## config.mk

```make
export PLATFORM = sky130hd
export DESIGN_NAME = serial_subtractor_nbit
export DESIGN_NICKNAME = d
export VERILOG_FILES = /design/src/rtl/serial_subtractor_nbit.sv
export SDC_FILE = /design/constraint.sdc
export NUM_CORES = 1
export LEC_CHECK = 0
export BUFFER_PORTS_ARGS = -buffer_cell sky130_fd_sc_hd__buf_2
export CAP_MARGIN = 15
export CORE_AREA = 2 2 77 42
export DETAILED_ROUTE_END_ITERATION = 12
export DIE_AREA = 0 0 79 44
export GPL_TIMING_DRIVEN = 0
export PLACE_DENSITY = 0.86
export SYNTH_ARGS = -nofsm -noshare
export SYNTH_HDL_FRONTEND = slang
export SYNTH_SLANG_ARGS = --single-unit
```

## constraint.sdc

```tcl
create_clock -name clk -period 3.85 [get_ports clk]
set_input_delay 0.77 -clock clk [delete_from_list [all_inputs] [get_ports clk]]
set_output_delay 0.77 -clock clk [all_outputs]
set_load 0.05 [all_outputs]
```

## src/rtl/serial_subtractor_nbit.sv

```systemverilog
// serial_subtractor_nbit
//
// Bit-serial N-bit subtractor: diff = a - b (- borrow_in), LSB-first, one bit per clock,
// using a single full-subtract cell and a registered borrow. A start/busy/done handshake
// fronts the datapath. One result every NUM_BITS+1 cycles when started back-to-back.
//
// Parameters:
//   NUM_BITS    operand / result width, 2..32 (default 8)
//
// Ports:
//   clk         system clock, rising edge
//   rst         asynchronous active-high reset
//   start       request; sampled only in IDLE or DONE
//   a, b        minuend / subtrahend, captured on the accepting edge
//   borrow_in   initial borrow (only with SERIAL_SUB_BORROW_IN_EN)
//   busy        high while shifting
//   done        one-cycle pulse, result outputs valid
//   diff        registered difference
//   borrow_out  unsigned borrow (a < b + borrow_in)
//   overflow    two's-complement signed overflow
//
// Build option:
//   SERIAL_SUB_BORROW_IN_EN  when defined, adds the borrow_in port used as the initial
//                            borrow; otherwise the initial borrow is constant 0.

module serial_subtractor_nbit #(
  parameter int unsigned NUM_BITS = 8
) (
  input  logic                clk,
  input  logic                rst,
  input  logic                start,
  input  logic [NUM_BITS-1:0] a,
  input  logic [NUM_BITS-1:0] b,
`ifdef SERIAL_SUB_BORROW_IN_EN
  input  logic                borrow_in,
`endif
  output logic                busy,
  output logic                done,
  output logic [NUM_BITS-1:0] diff,
  output logic                borrow_out,
  output logic                overflow
);

  localparam int unsigned CntW = (NUM_BITS > 1) ? $clog2(NUM_BITS) : 1;
  localparam logic [CntW-1:0] LastCnt = CntW'(NUM_BITS - 1);

  if (NUM_BITS < 2 || NUM_BITS > 32) begin : gen_bad_width
    $error("serial_subtractor_nbit: NUM_BITS must be in 2..32");
  end

  typedef enum logic [1:0] {
    StIdle,
    StShift,
    StDone
  } state_e;

  state_e state_q, state_d;

  // The minuend register doubles as the result register: each shift drops the consumed
  // operand bit off the LSB end and inserts the new difference bit at the MSB end, so after
  // NUM_BITS shifts it holds the complete difference.
  logic [NUM_BITS-1:0] a_sh_q, a_sh_d;
  logic [NUM_BITS-1:0] b_sh_q, b_sh_d;
  logic [CntW-1:0]     cnt_q, cnt_d;
  logic                bor_q, bor_d;
  logic                a_msb_q, a_msb_d;
  logic                b_msb_q, b_msb_d;

  logic [NUM_BITS-1:0] diff_q, diff_d;
  logic                borrow_out_q, borrow_out_d;
  logic                overflow_q, overflow_d;

  logic bor_init;
  logic bit_d;
  logic bor_next;
  logic last_bit;

`ifdef SERIAL_SUB_BORROW_IN_EN
  assign bor_init = borrow_in;
`else
  assign bor_init = 1'b0;
`endif

  // Full-subtract cell on the current LSBs.
  assign bit_d    = a_sh_q[0] ^ b_sh_q[0] ^ bor_q;
  assign bor_next = (~a_sh_q[0] & b_sh_q[0]) | (~(a_sh_q[0] ^ b_sh_q[0]) & bor_q);
  assign last_bit = (cnt_q == LastCnt);

  always_comb begin
    state_d      = state_q;
    a_sh_d       = a_sh_q;
    b_sh_d       = b_sh_q;
    cnt_d        = cnt_q;
    bor_d        = bor_q;
    a_msb_d      = a_msb_q;
    b_msb_d      = b_msb_q;
    diff_d       = diff_q;
    borrow_out_d = borrow_out_q;
    overflow_d   = overflow_q;

    unique case (state_q)
      StIdle, StDone: begin
        if (start) begin
          state_d = StShift;
          a_sh_d  = a;
          b_sh_d  = b;
          a_msb_d = a[NUM_BITS-1];
          b_msb_d = b[NUM_BITS-1];
          bor_d   = bor_init;
          cnt_d   = '0;
        end else begin
          state_d = StIdle;
        end
      end

      StShift: begin
        a_sh_d = {bit_d, a_sh_q[NUM_BITS-1:1]};
        b_sh_d = {1'b0, b_sh_q[NUM_BITS-1:1]};
        bor_d  = bor_next;
        cnt_d  = cnt_q + CntW'(1);
        if (last_bit) begin
          state_d      = StDone;
          cnt_d        = '0;
          diff_d       = {bit_d, a_sh_q[NUM_BITS-1:1]};
          borrow_out_d = bor_next;
          // Signed overflow: operand signs differ and the result sign differs from a's.
          overflow_d   = (a_msb_q != b_msb_q) && (bit_d != a_msb_q);
        end
      end

      default: begin
        state_d = StIdle;
      end
    endcase
  end

  always_ff @(posedge clk or posedge rst) begin
    if (rst) begin
      state_q <= StIdle;
    end else begin
      state_q <= state_d;
    end
  end

  always_ff @(posedge clk or posedge rst) begin
    if (rst) begin
      a_sh_q       <= '0;
      b_sh_q       <= '0;
      cnt_q        <= '0;
      bor_q        <= 1'b0;
      a_msb_q      <= 1'b0;
      b_msb_q      <= 1'b0;
      diff_q       <= '0;
      borrow_out_q <= 1'b0;
      overflow_q   <= 1'b0;
    end else begin
      a_sh_q       <= a_sh_d;
      b_sh_q       <= b_sh_d;
      cnt_q        <= cnt_d;
      bor_q        <= bor_d;
      a_msb_q      <= a_msb_d;
      b_msb_q      <= b_msb_d;
      diff_q       <= diff_d;
      borrow_out_q <= borrow_out_d;
      overflow_q   <= overflow_d;
    end
  end

  assign busy       = (state_q == StShift);
  assign done       = (state_q == StDone);
  assign diff       = diff_q;
  assign borrow_out = borrow_out_q;
  assign overflow   = overflow_q;

`ifndef SYNTHESIS
  // Inputs that matter on an accepting edge must be known.
  always @(posedge clk) begin
    if (!rst && (state_q == StIdle || state_q == StDone)) begin
      assert (!$isunknown(start))
        else $error("serial_subtractor_nbit: start is X/Z while idle or done");
      if (start === 1'b1) begin
        assert (!$isunknown({a, b}))
          else $error("serial_subtractor_nbit: a/b is X/Z on an accepting edge");
`ifdef SERIAL_SUB_BORROW_IN_EN
        assert (!$isunknown(borrow_in))
          else $error("serial_subtractor_nbit: borrow_in is X/Z on an accepting edge");
`endif
      end
    end
  end
`endif

endmodule

```

# Word-level counts from Yosys, hierarchy flattened
# Index checks and enable logic that the tools add are counted.
dict set report op_classes {
  add_sub_neg 1
  n_eq_ne 7
  n_mux 12
  bitwise 7
  n_reduce_logical 7
}
# cell count
set ops {}
lappend ops {{one-hot mux 8 bit (2 select lines)} 2}
lappend ops {{2-to-1 mux 8 bit} 2}
lappend ops {{2-to-1 mux 3 bit} 2}
lappend ops {{one-hot mux 3 bit (2 select lines)} 1}
lappend ops {{AND reduction 2 bit} 3}
lappend ops {{one-hot mux 2 bit (2 select lines)} 1}
lappend ops {{adder 3 x 1 -> 3 bit, second input constant} 1}
lappend ops {{equality test 3 bit, second input constant} 1}
lappend ops {{bitwise AND 1 bit} 2}
lappend ops {{equality test 2 x 1 -> 1 bit, second input constant} 1}
lappend ops {{equality test 2 bit, second input constant} 1}
lappend ops {{logical NOT 2 bit} 1}
lappend ops {{2-to-1 mux 1 bit} 2}
lappend ops {{2-to-1 mux 2 bit} 1}
lappend ops {{!= test 1 bit} 2}
lappend ops {{!= test 2 x 1 -> 1 bit, second input constant} 1}
lappend ops {{!= test 2 bit, second input constant} 1}
lappend ops {{NOT 1 bit} 2}
lappend ops {{one-hot mux 1 bit (2 select lines)} 1}
lappend ops {{nonzero test 2 bit} 1}
lappend ops {{OR reduction 2 bit} 1}
lappend ops {{XOR 1 bit} 2}
lappend ops {{logical AND 1 bit} 1}
lappend ops {{bitwise OR 1 bit} 1}
dict set report totals {
  reg_bits 34
  input_bits 19
  out_inout_bits 12
  elab_cells 44
}

# Logic depth before layout (Yosys ltp)
# Gate-level depths: netlist of the first run.
dict set report depth {
  ltp_word 5
  depth_mapped 6
  ltp_nobuf 5
}

# Least setup slack after synthesis of the first run
# OpenSTA, ideal clock, no wires.
dict set report synth_timing {
  path_kind {reg-to-output}
  from {register state_q[0]}
  to {output done}
  t_arrival_ns 1.100
  required_ns 3.080
  slack_ns 1.980
  stages_incl_launch_ff 2
  path_buffers 0
  path_cell_list {dfrtp_1 -> nor2b_1}
}
dict set report synth_between {
  elab_chain_cells 1
}
# element line
set synth_rtl {}
lappend synth_rtl {{from (decl)} 57} ;# state_e state_q, state_d;
lappend synth_rtl {{from (signal assigned)} 139} ;# state_q <= StIdle;
lappend synth_rtl {{from (signal assigned)} 141} ;# state_q <= state_d;
lappend synth_rtl {{equality test 2 bit} 170} ;# assign done = (state_q == StDone);
lappend synth_rtl {{to (decl)} 38} ;# output logic done,
# Every way passes these cells.

# Final worst setup path of the first run
dict set report layout_timing {
  from {register state_q[1]}
  to {output busy}
}
dict set report layout_between {
  elab_chain_cells 1
}
# element line
set layout_rtl {}
lappend layout_rtl {{equality test 2 x 1 -> 1 bit} 169} ;# assign busy = (state_q == StShift);
lappend layout_rtl {{to (decl)} 37} ;# output logic busy,
# Every way passes these cells.

==> report_table.html, run 1 <==
<table>
<tr><th>Metric</th><th>Value</th></tr>
<tr><th colspan="2">Worst setup path</th></tr>
<tr><td>Start of the worst register-to-register path</td><td>cnt_q[0]</td></tr>
<tr><td>Reg2reg path depth</td><td>5</td></tr>
<tr><td>Sort of element at the start of the critical path</td><td>flip-flop</td></tr>
<tr><td>CP required</td><td>around 3 ns</td></tr>
<tr><td>Highest net fanout along the worst path</td><td>10</td></tr>
<tr><td>Data arrival at the endpoint of the critical path</td><td>1.59 ns</td></tr>
<tr><td>Origin of the worst setup path</td><td>state_q[1]</td></tr>
<tr><td>Kind of critical path</td><td>flip-flop to output pin</td></tr>
<tr><td>Worst Setup End Kind</td><td>output pin</td></tr>
<tr><th colspan="2">Yosys</th></tr>
<tr><td>Post-Synthesis Net Count</td><td>roughly 140</td></tr>
<tr><td>Area fraction of the dominant cell type after synthesis</td><td>56.6%</td></tr>
<tr><td>Cell with the most instances after synthesis</td><td>dfrtp_1</td></tr>
<tr><td>Proportion of synthesized chip area in sequential cells</td><td>between 50 and 60%</td></tr>
<tr><td>Most frequently used flop master after synthesis</td><td>dfrtp_1</td></tr>
<tr><td>Synth Instances</td><td>between 100 and 150</td></tr>
<tr><td>List of most frequent post-synthesis cells</td><td>dfrtp_1, nand2_1, mux2i_1, o21ai_1</td></tr>
<tr><td>Synth area leader</td><td>dfrtp_1</td></tr>
<tr><td>Flip-flop and latch count after synthesis</td><td>34</td></tr>
<tr><td>Cell area after synthesis</td><td>between 1500 and 2000 um^2</td></tr>
<tr><td>Average cell area after synthesis</td><td>12.3 um^2</td></tr>
<tr><td>Share of synthesized registers carrying an async set or reset</td><td>100%</td></tr>
<tr><td>Leading cell types by total area after synthesis</td><td>dfrtp_1, mux2i_1, mux2_4</td></tr>
<tr><td>Number of synthesized flops with an enable pin</td><td>0</td></tr>
<tr><td>Netlist cell types</td><td>27</td></tr>
<tr><td>Synth Warn #</td><td>0</td></tr>
<tr><th colspan="2">Global route</th></tr>
<tr><td>Global route overflow</td><td>0</td></tr>
<tr><td>Via count of the first global-routing pass</td><td>1034</td></tr>
<tr><td>Antenna violations before repair</td><td>0</td></tr>
<tr><td>First-pass GRT wire length</td><td>roughly 5 mm</td></tr>
<tr><td>GRT Overall Usage</td><td>between 10% and 20%</td></tr>
<tr><td>Pin count of the biggest net entering global routing</td><td>25</td></tr>
<tr><th colspan="2">Clocking</th></tr>
<tr><td>Clock latency at the later pin of the worst-skew pair</td><td>about 0.28 ns</td></tr>
<tr><td>Cts bufs inserted</td><td>5</td></tr>
<tr><td>Clk Tree Root Cell</td><td>clkbuf_8</td></tr>
<tr><td>Count of H-tree levels built during CTS</td><td>2</td></tr>
<tr><td>Hold Buf Count CTS</td><td>0</td></tr>
<tr><td>Worst-case clock buffer depth</td><td>2</td></tr>
<tr><td>TritonCTS clock tree</td><td>yes</td></tr>
<tr><td>Total number of clock tree sinks</td><td>34</td></tr>
<tr><td>CTS clk-pin slew, worst paths</td><td>roughly 0.06 ns</td></tr>
<tr><td>Setup bufs post-CTS</td><td>0</td></tr>
<tr><td>Number of gates resized after CTS</td><td>0</td></tr>
<tr><th colspan="2">Hold path</th></tr>
<tr><td>Count of cells along the worst hold path</td><td>2</td></tr>
<tr><td>Hold Crit Class</td><td>flip-flop to flip-flop</td></tr>
<tr><td>Hold Startpoint</td><td>borrow_out</td></tr>
<tr><th colspan="2">Final layout</th></tr>
<tr><td>Area growth from synthesis to layout</td><td>21.2%</td></tr>
<tr><td>Utilization after layout</td><td>64.2%</td></tr>
<tr><td>Antenna diode instance count</td><td>0</td></tr>
<tr><td>Number of fill cells</td><td>233</td></tr>
<tr><td>Ratio of cells with drive above 1 in the final layout</td><td>34.2%</td></tr>
<tr><td>Final #Nets</td><td>around 180</td></tr>
<tr><th colspan="2">Job</th></tr>
<tr><td>Max Cap Viol</td><td>0</td></tr>
<tr><th colspan="2">Floorplan</th></tr>
<tr><td>Core box area</td><td>around 2800 um^2</td></tr>
<tr><td>Initial core utilization</td><td>a little over half</td></tr>
<tr><td>Floorplan die area</td><td>between 3000 and 4000 um^2</td></tr>
<tr><td>Die width</td><td>79 um</td></tr>
<tr><td>Floorplan die height</td><td>roughly 44 um</td></tr>
<tr><td>Number of top-level pins</td><td>31</td></tr>
<tr><td>Rows</td><td>14</td></tr>
<tr><th colspan="2">Outcome</th></tr>
<tr><td>Status</td><td>completed</td></tr>
<tr><th colspan="2">Power</th></tr>
<tr><td>Power Dens Cells</td><td>between 800 and 900 nW/um^2</td></tr>
<tr><td>Total leakage power</td><td>between 0.0009 and 0.001 uW</td></tr>
<tr><td>Largest voltage drop on the vdd net</td><td>0.410 mV</td></tr>
<tr><td>Final Power</td><td>1630 uW</td></tr>
<tr><th colspan="2">Detailed routing</th></tr>
<tr><td>Wire length the detailed router placed on met1</td><td>roughly 1.5 mm</td></tr>
<tr><td>Remaining number of nets flagged by the antenna check after routing</td><td>0</td></tr>
<tr><td>Iteration count of the initial detailed-routing pass</td><td>4</td></tr>
<tr><td>Met3 WL post-DR</td><td>slightly below 200 um</td></tr>
<tr><td>Detailed-route via count</td><td>~1000</td></tr>
<tr><td>WL met2</td><td>around 1.3 mm</td></tr>
<tr><td>Avg Vias per Cell</td><td>5.13</td></tr>
<tr><td>Final routed wirelength across all metal layers</td><td>just over 3 mm</td></tr>
<tr><td>1st-iter DRT viols</td><td>between 100 and 150</td></tr>
<tr><td>Highest routing layer actually used</td><td>met4</td></tr>
<tr><td>Wirelength per Cell</td><td>15.1 um</td></tr>
<tr><td>Remaining design rule violation count</td><td>0</td></tr>
<tr><th colspan="2">Placement</th></tr>
<tr><td>Total of buffers placed on input and output ports</td><td>30</td></tr>
<tr><td>HPWL after DPL</td><td>approximately 2.2 mm</td></tr>
<tr><td>Routability congestion estimate from global placement</td><td>about 0.75</td></tr>
<tr><th colspan="2">STA</th></tr>
<tr><td>Final setup violation count</td><td>0</td></tr>
<tr><td>Setup skew after layout</td><td>between 0.007 and 0.008 ns</td></tr>
<tr><td>Final hold vios</td><td>0</td></tr>
<tr><td>Upper clock frequency limit</td><td>approximately 420 MHz</td></tr>
<tr><td>Minimum hold slack</td><td>roughly 0.48 ns</td></tr>
<tr><td>Final critical-path share of the clock period</td><td>just over 60%</td></tr>
<tr><td>Unrepaired setup endpoints after global routing</td><td>false</td></tr>
<tr><td>Accumulated negative setup slack</td><td>0 ns</td></tr>
<tr><td>Headroom to the max-slew limit</td><td>around 66%</td></tr>
<tr><td>Period minus WS final</td><td>roughly 2.4 ns</td></tr>
<tr><td>Slew Viols, Final</td><td>0</td></tr>
<tr><td>Pin slew with the least headroom to its limit</td><td>between 0.5 and 0.6 ns</td></tr>
</table>
==> metrics by stage <==
stage	cells	worst slack, ns	instance area, um^2
finish	201	1.49	1820
CTS	201	1.49	1820
floorplan	122	1.98	1500
detailed placement	193	1.81	1730
global route	201	1.43	1820
global placement	192	1.84	1700
==> cell families after synthesis <==
logic type      share of synthesized area [%]
simple gates                             7.91
flops                                    56.6
fa+ha+maj                                3.00
compound gates                           10.2
mux                                      18.1
buf+inv                                  4.25
==> per-layer routing <==
layer,vias up,track usage [%]
li1,493,-
met1,499,29.6
met2,35,28.1
met3,5,5.83
met4,0,7.24
met5,-,0
==> state kept, by name, indices dropped and copies added (netlist names), 2 cells and up <==
register	flops
a_sh_q	8
b_sh_q	8
diff	8
cnt_q	3
state_q	2
==> critical path: stages, from the launching register on <==
cell      delay (ns)
dfrtp_1         0.37
nand2b_1        0.21
inv_2           0.17
buf_2           0.25
buf_2           0.30
==> cell usage in the layout (no fill, tap or decap), drive strengths merged, types with 2 or more instances in the layout <==
cell type,n
nand2,16
nor2,2
buf,37
a22o,3
nor2b,2
a21o,3
o21ai,16
inv,6
mux2i,14
clkbuf,7
dfrtp,34
ha,2
mux2,10
==> area by class of cell <==
class,count,area [um^2],share of cell area (%)
Buffer,6,41.3,2.27
Clock buffer,7,86.3,4.74
Clock inverter,1,5.00,0.275
Inverter,6,22.5,1.24
Multi-Input combinational cell,76,588,32.3
Sequential cell,34,851,46.7
Tap cell,40,50.0,2.75
Timing Repair Buffer,31,178,9.75
==> worst paths after layout <==
| check | endpoint | slack, ns |
|---|---|---|
| hold / removal | borrow_out | 0.48 |
| max in group asynchronous | b_sh_q[6] | 2.86 |
| setup reg to reg | diff[0] | 2.27 |
| min in group asynchronous | diff[4] | 0.51 |
| hold reg to reg | borrow_out | 0.48 |
| setup / recovery | busy | 1.49 |
==> power breakdown <==
group          internal (uW)  switching [uW]  total (uW)  leakage, uW
Clock                    144             123         267    0.0000482
Sequential               515            98.2         613     0.000432
Combinational            287             467         753     0.000429
Total                    946             688        1630     0.000909
(Power assumes the default switching activity.)
==> run 2, diff against run 1 <==
--- a/config.mk
+++ b/config.mk
@@ -5,13 +5,14 @@
 export SDC_FILE = /design/constraint.sdc
 export NUM_CORES = 1
 export LEC_CHECK = 0
+export ABC_AREA = 1
 export BUFFER_PORTS_ARGS = -buffer_cell sky130_fd_sc_hd__buf_2
 export CAP_MARGIN = 15
-export CORE_AREA = 2 2 77 42
+export CORE_AREA = 2 2 83 45
 export DETAILED_ROUTE_END_ITERATION = 12
-export DIE_AREA = 0 0 79 44
+export DIE_AREA = 0 0 85 47
 export GPL_TIMING_DRIVEN = 0
-export PLACE_DENSITY = 0.86
+export PLACE_DENSITY = 0.84
 export SYNTH_ARGS = -nofsm -noshare
 export SYNTH_HDL_FRONTEND = slang
 export SYNTH_SLANG_ARGS = --single-unit
==> constraint.sdc (replaced) <==
create_clock -name clk -period 2.2 [get_ports clk]
set_input_delay 0.44 -clock clk [delete_from_list [all_inputs] [get_ports clk]]
set_output_delay 0.44 -clock clk [all_outputs]
set_load 0.05 [all_outputs]
==> report_table.html, run 2 <==
<table>
<tr><th>Metric</th><th>Value</th></tr>
<tr><th colspan="2">Worst setup path</th></tr>
<tr><td>CP required</td><td>1.76 ns</td></tr>
<tr><td>Reg-to-reg slack, setup</td><td>roughly 0.75 ns</td></tr>
<tr><td>Highest net fanout along the worst path</td><td>10</td></tr>
<tr><td>Reg2reg path depth</td><td>6</td></tr>
<tr><td>Sort of element at the start of the critical path</td><td>flip-flop</td></tr>
<tr><td>Kind of critical path</td><td>flip-flop to output pin</td></tr>
<tr><td>Start of the worst register-to-register path</td><td>a_sh_q[0]</td></tr>
<tr><td>Worst Setup End Kind</td><td>output pin</td></tr>
<tr><td>Data arrival at the endpoint of the critical path</td><td>between 1 and 1.5 ns</td></tr>
<tr><td>Reg2reg end</td><td>overflow</td></tr>
<tr><th colspan="2">Placement</th></tr>
<tr><td>Routability congestion estimate from global placement</td><td>roughly 0.80</td></tr>
<tr><td>Total of buffers placed on input and output ports</td><td>30</td></tr>
<tr><td>HPWL after DPL</td><td>roughly 2.5 mm</td></tr>
<tr><th colspan="2">Yosys</th></tr>
<tr><td>Netlist cell types</td><td>19</td></tr>
<tr><td>Number of synthesized flops with an enable pin</td><td>0</td></tr>
<tr><td>Cell area after synthesis</td><td>between 1500 and 2000 um^2</td></tr>
<tr><td>Area fraction of the dominant cell type after synthesis</td><td>about half</td></tr>
<tr><td>Average cell area after synthesis</td><td>a little over 8 um^2</td></tr>
<tr><td>Most frequently used flop master after synthesis</td><td>dfrtp_1</td></tr>
<tr><td>Share of synthesized registers carrying an async set or reset</td><td>100%</td></tr>
<tr><td>List of most frequent post-synthesis cells</td><td>nand2_1, inv_1, dfrtp_1</td></tr>
<tr><td>Leading cell types by total area after synthesis</td><td>dfrtp_1, nand2_1, nand3_1</td></tr>
<tr><td>Post-Synthesis Net Count</td><td>231</td></tr>
<tr><td>Synth area leader</td><td>dfrtp_1</td></tr>
<tr><td>Synth Instances</td><td>around 210</td></tr>
<tr><td>Cell with the most instances after synthesis</td><td>nand2_1</td></tr>
<tr><td>Proportion of synthesized chip area in sequential cells</td><td>approximately 49%</td></tr>
<tr><td>Flip-flop and latch count after synthesis</td><td>34</td></tr>
<tr><td>Synth Warn #</td><td>0</td></tr>
<tr><th colspan="2">Clocking</th></tr>
<tr><td>Total number of clock tree sinks</td><td>34</td></tr>
<tr><td>Clock latency at the later pin of the worst-skew pair</td><td>0.30 ns</td></tr>
<tr><td>Worst-case clock buffer depth</td><td>2</td></tr>
<tr><td>Cts bufs inserted</td><td>5</td></tr>
<tr><td>CTS clk-pin slew, worst paths</td><td>about 0.070 ns</td></tr>
<tr><td>Number of gates resized after CTS</td><td>0</td></tr>
<tr><td>Count of H-tree levels built during CTS</td><td>2</td></tr>
<tr><td>Hold Buf Count CTS</td><td>0</td></tr>
<tr><td>Clk Tree Root Cell</td><td>clkbuf_8</td></tr>
<tr><td>TritonCTS clock tree</td><td>yes</td></tr>
<tr><td>Setup bufs post-CTS</td><td>0</td></tr>
<tr><th colspan="2">Floorplan</th></tr>
<tr><td>Initial core utilization</td><td>between 50% and 60%</td></tr>
<tr><td>Floorplan die area</td><td>4000 um^2</td></tr>
<tr><td>Floorplan die height</td><td>47 um</td></tr>
<tr><td>Die width</td><td>between 80 and 90 um</td></tr>
<tr><td>Rows</td><td>15</td></tr>
<tr><td>Core box area</td><td>3280 um^2</td></tr>
<tr><td>Number of top-level pins</td><td>31</td></tr>
<tr><th colspan="2">Final layout</th></tr>
<tr><td>Ratio of cells with drive above 1 in the final layout</td><td>~25%</td></tr>
<tr><td>Number of fill cells</td><td>a little under 300</td></tr>
<tr><td>Final #Nets</td><td>between 200 and 300</td></tr>
<tr><td>Antenna diode instance count</td><td>0</td></tr>
<tr><td>Area growth from synthesis to layout</td><td>17.9%</td></tr>
<tr><td>Commonest non-fill, non-tap cell in the layout</td><td>nand2_1</td></tr>
<tr><td>Utilization after layout</td><td>about three fifths</td></tr>
<tr><td>Commonest cells after routing, fill and taps aside</td><td>nand2_1, inv_1, dfrtp_1</td></tr>
<tr><th colspan="2">Global route</th></tr>
<tr><td>Antenna violations before repair</td><td>0</td></tr>
<tr><td>Global route overflow</td><td>0</td></tr>
<tr><td>GRT Overall Usage</td><td>about a fifth</td></tr>
<tr><td>First-pass GRT wire length</td><td>around 5.6 mm</td></tr>
<tr><td>Pin count of the biggest net entering global routing</td><td>22</td></tr>
<tr><td>Via count of the first global-routing pass</td><td>~1200</td></tr>
<tr><th colspan="2">Detailed routing</th></tr>
<tr><td>Wirelength per Cell</td><td>11.6 um</td></tr>
<tr><td>Detailed-route via count</td><td>1372</td></tr>
<tr><td>Remaining number of nets flagged by the antenna check after routing</td><td>0</td></tr>
<tr><td>1st-iter DRT viols</td><td>~100</td></tr>
<tr><td>Avg Vias per Cell</td><td>between 4 and 5</td></tr>
<tr><td>Final routed wirelength across all metal layers</td><td>around 3.4 mm</td></tr>
<tr><td>Remaining design rule violation count</td><td>0</td></tr>
<tr><td>Iteration count of the initial detailed-routing pass</td><td>5</td></tr>
<tr><th colspan="2">Job</th></tr>
<tr><td>Max Cap Viol</td><td>0</td></tr>
<tr><th colspan="2">Power</th></tr>
<tr><td>Total leakage power</td><td>around 0.0012 uW</td></tr>
<tr><td>Largest voltage drop on the vdd net</td><td>0.844 mV</td></tr>
<tr><td>Power Dens Cells</td><td>between 1500 and 2000 nW/um^2</td></tr>
<tr><th colspan="2">Outcome</th></tr>
<tr><td>Status</td><td>completed</td></tr>
<tr><th colspan="2">STA</th></tr>
<tr><td>Accumulated negative setup slack</td><td>0 ns</td></tr>
<tr><td>Setup skew after layout</td><td>between 0.005 and 0.006 ns</td></tr>
<tr><td>Period minus WS final</td><td>approximately 1.8 ns</td></tr>
<tr><td>Pin slew with the least headroom to its limit</td><td>slightly above 0.8 ns</td></tr>
<tr><td>Final critical-path share of the clock period</td><td>between 80% and 90%</td></tr>
<tr><td>Upper clock frequency limit</td><td>around 540 MHz</td></tr>
<tr><td>Headroom to the max-slew limit</td><td>between 40% and 50%</td></tr>
<tr><td>Final hold vios</td><td>0</td></tr>
<tr><td>Final setup violation count</td><td>0</td></tr>
<tr><td>Unrepaired setup endpoints after global routing</td><td>false</td></tr>
<tr><td>Slew Viols, Final</td><td>0</td></tr>
<tr><th colspan="2">Hold path</th></tr>
<tr><td>Hold Crit Class</td><td>primary input to async pin</td></tr>
</table>
==> run 2: how the worst max path moves through the flow <==
stage                     startpoint  endpoint  slack [ns]
final                     state_q[1]      done        0.35
after global routing      state_q[1]      done        0.29
after CTS                 state_q[1]      done        0.35
after detailed placement  state_q[1]      done        0.68
after global placement           rst  cnt_q[0]        0.57
after floorplan           state_q[0]      done        0.43
==> run 2: final cells by class <==
cell class                 count  area (um^2)  area share, %
buffer                         7         58.8           2.89
clock buffer                   7         86.3           4.25
clock inverter                 1         5.00          0.246
inverter                      39          154           7.57
multi-input combinational    129          659           32.5
sequential                    34          851           41.9
tap                           42         52.6           2.59
timing repair buffer          31          165           8.13
==> run 2: routing by layer <==
layer  GRT usage (%)  share of wire, %  vias to the layer above
met5               0                 0                        -
met4            6.67               1.1                        0
met3            9.14               8.0                        5
met2            26.1                40                       42
met1            27.6                51                      614
li1                -                 -                      711
==> run 2: stage by stage <==
stage	instance area [um^2]	power (uW)	cells	worst slack [ns]	hold WS (ns)
5_1_grt	2030	3670	290	0.290	0.353
3_3_place_gp	1930	2860	281	0.569	0.461
6_report	2030	3380	290	0.354	0.291
2_1_floorplan	1720	2520	209	0.430	0.446
3_5_place_dp	1940	2910	282	0.676	0.466
4_1_cts	2030	3410	290	0.353	0.316
==> run 2: power by group <==
group	switching (uW)	total [uW]	internal (uW)
combinational	1200	1800	600
clock	239	491	252
sequential	152	1090	935
total	1590	3380	1790
==> run 2: logic make-up (layout without fill, tap and decap cells) <==
| logic type | after synthesis | in the layout | share of synthesized area [%] |
|---|---|---|---|
| flops | 34 | 34 | 49.4 |
| compound gates | 13 | 13 | 5.52 |
| buf+inv | 46 | 85 | 12.3 |
| fa+ha+maj | 3 | 3 | 2.61 |
| simple gates | 113 | 113 | 30.1 |
==> run 2: critical path: stages, from the launching register on <==
cell and delay (ns):
dfrtp_1 0.41, inv_2 0.18, buf_2 0.25, nor2_1 0.06, buf_2 0.21
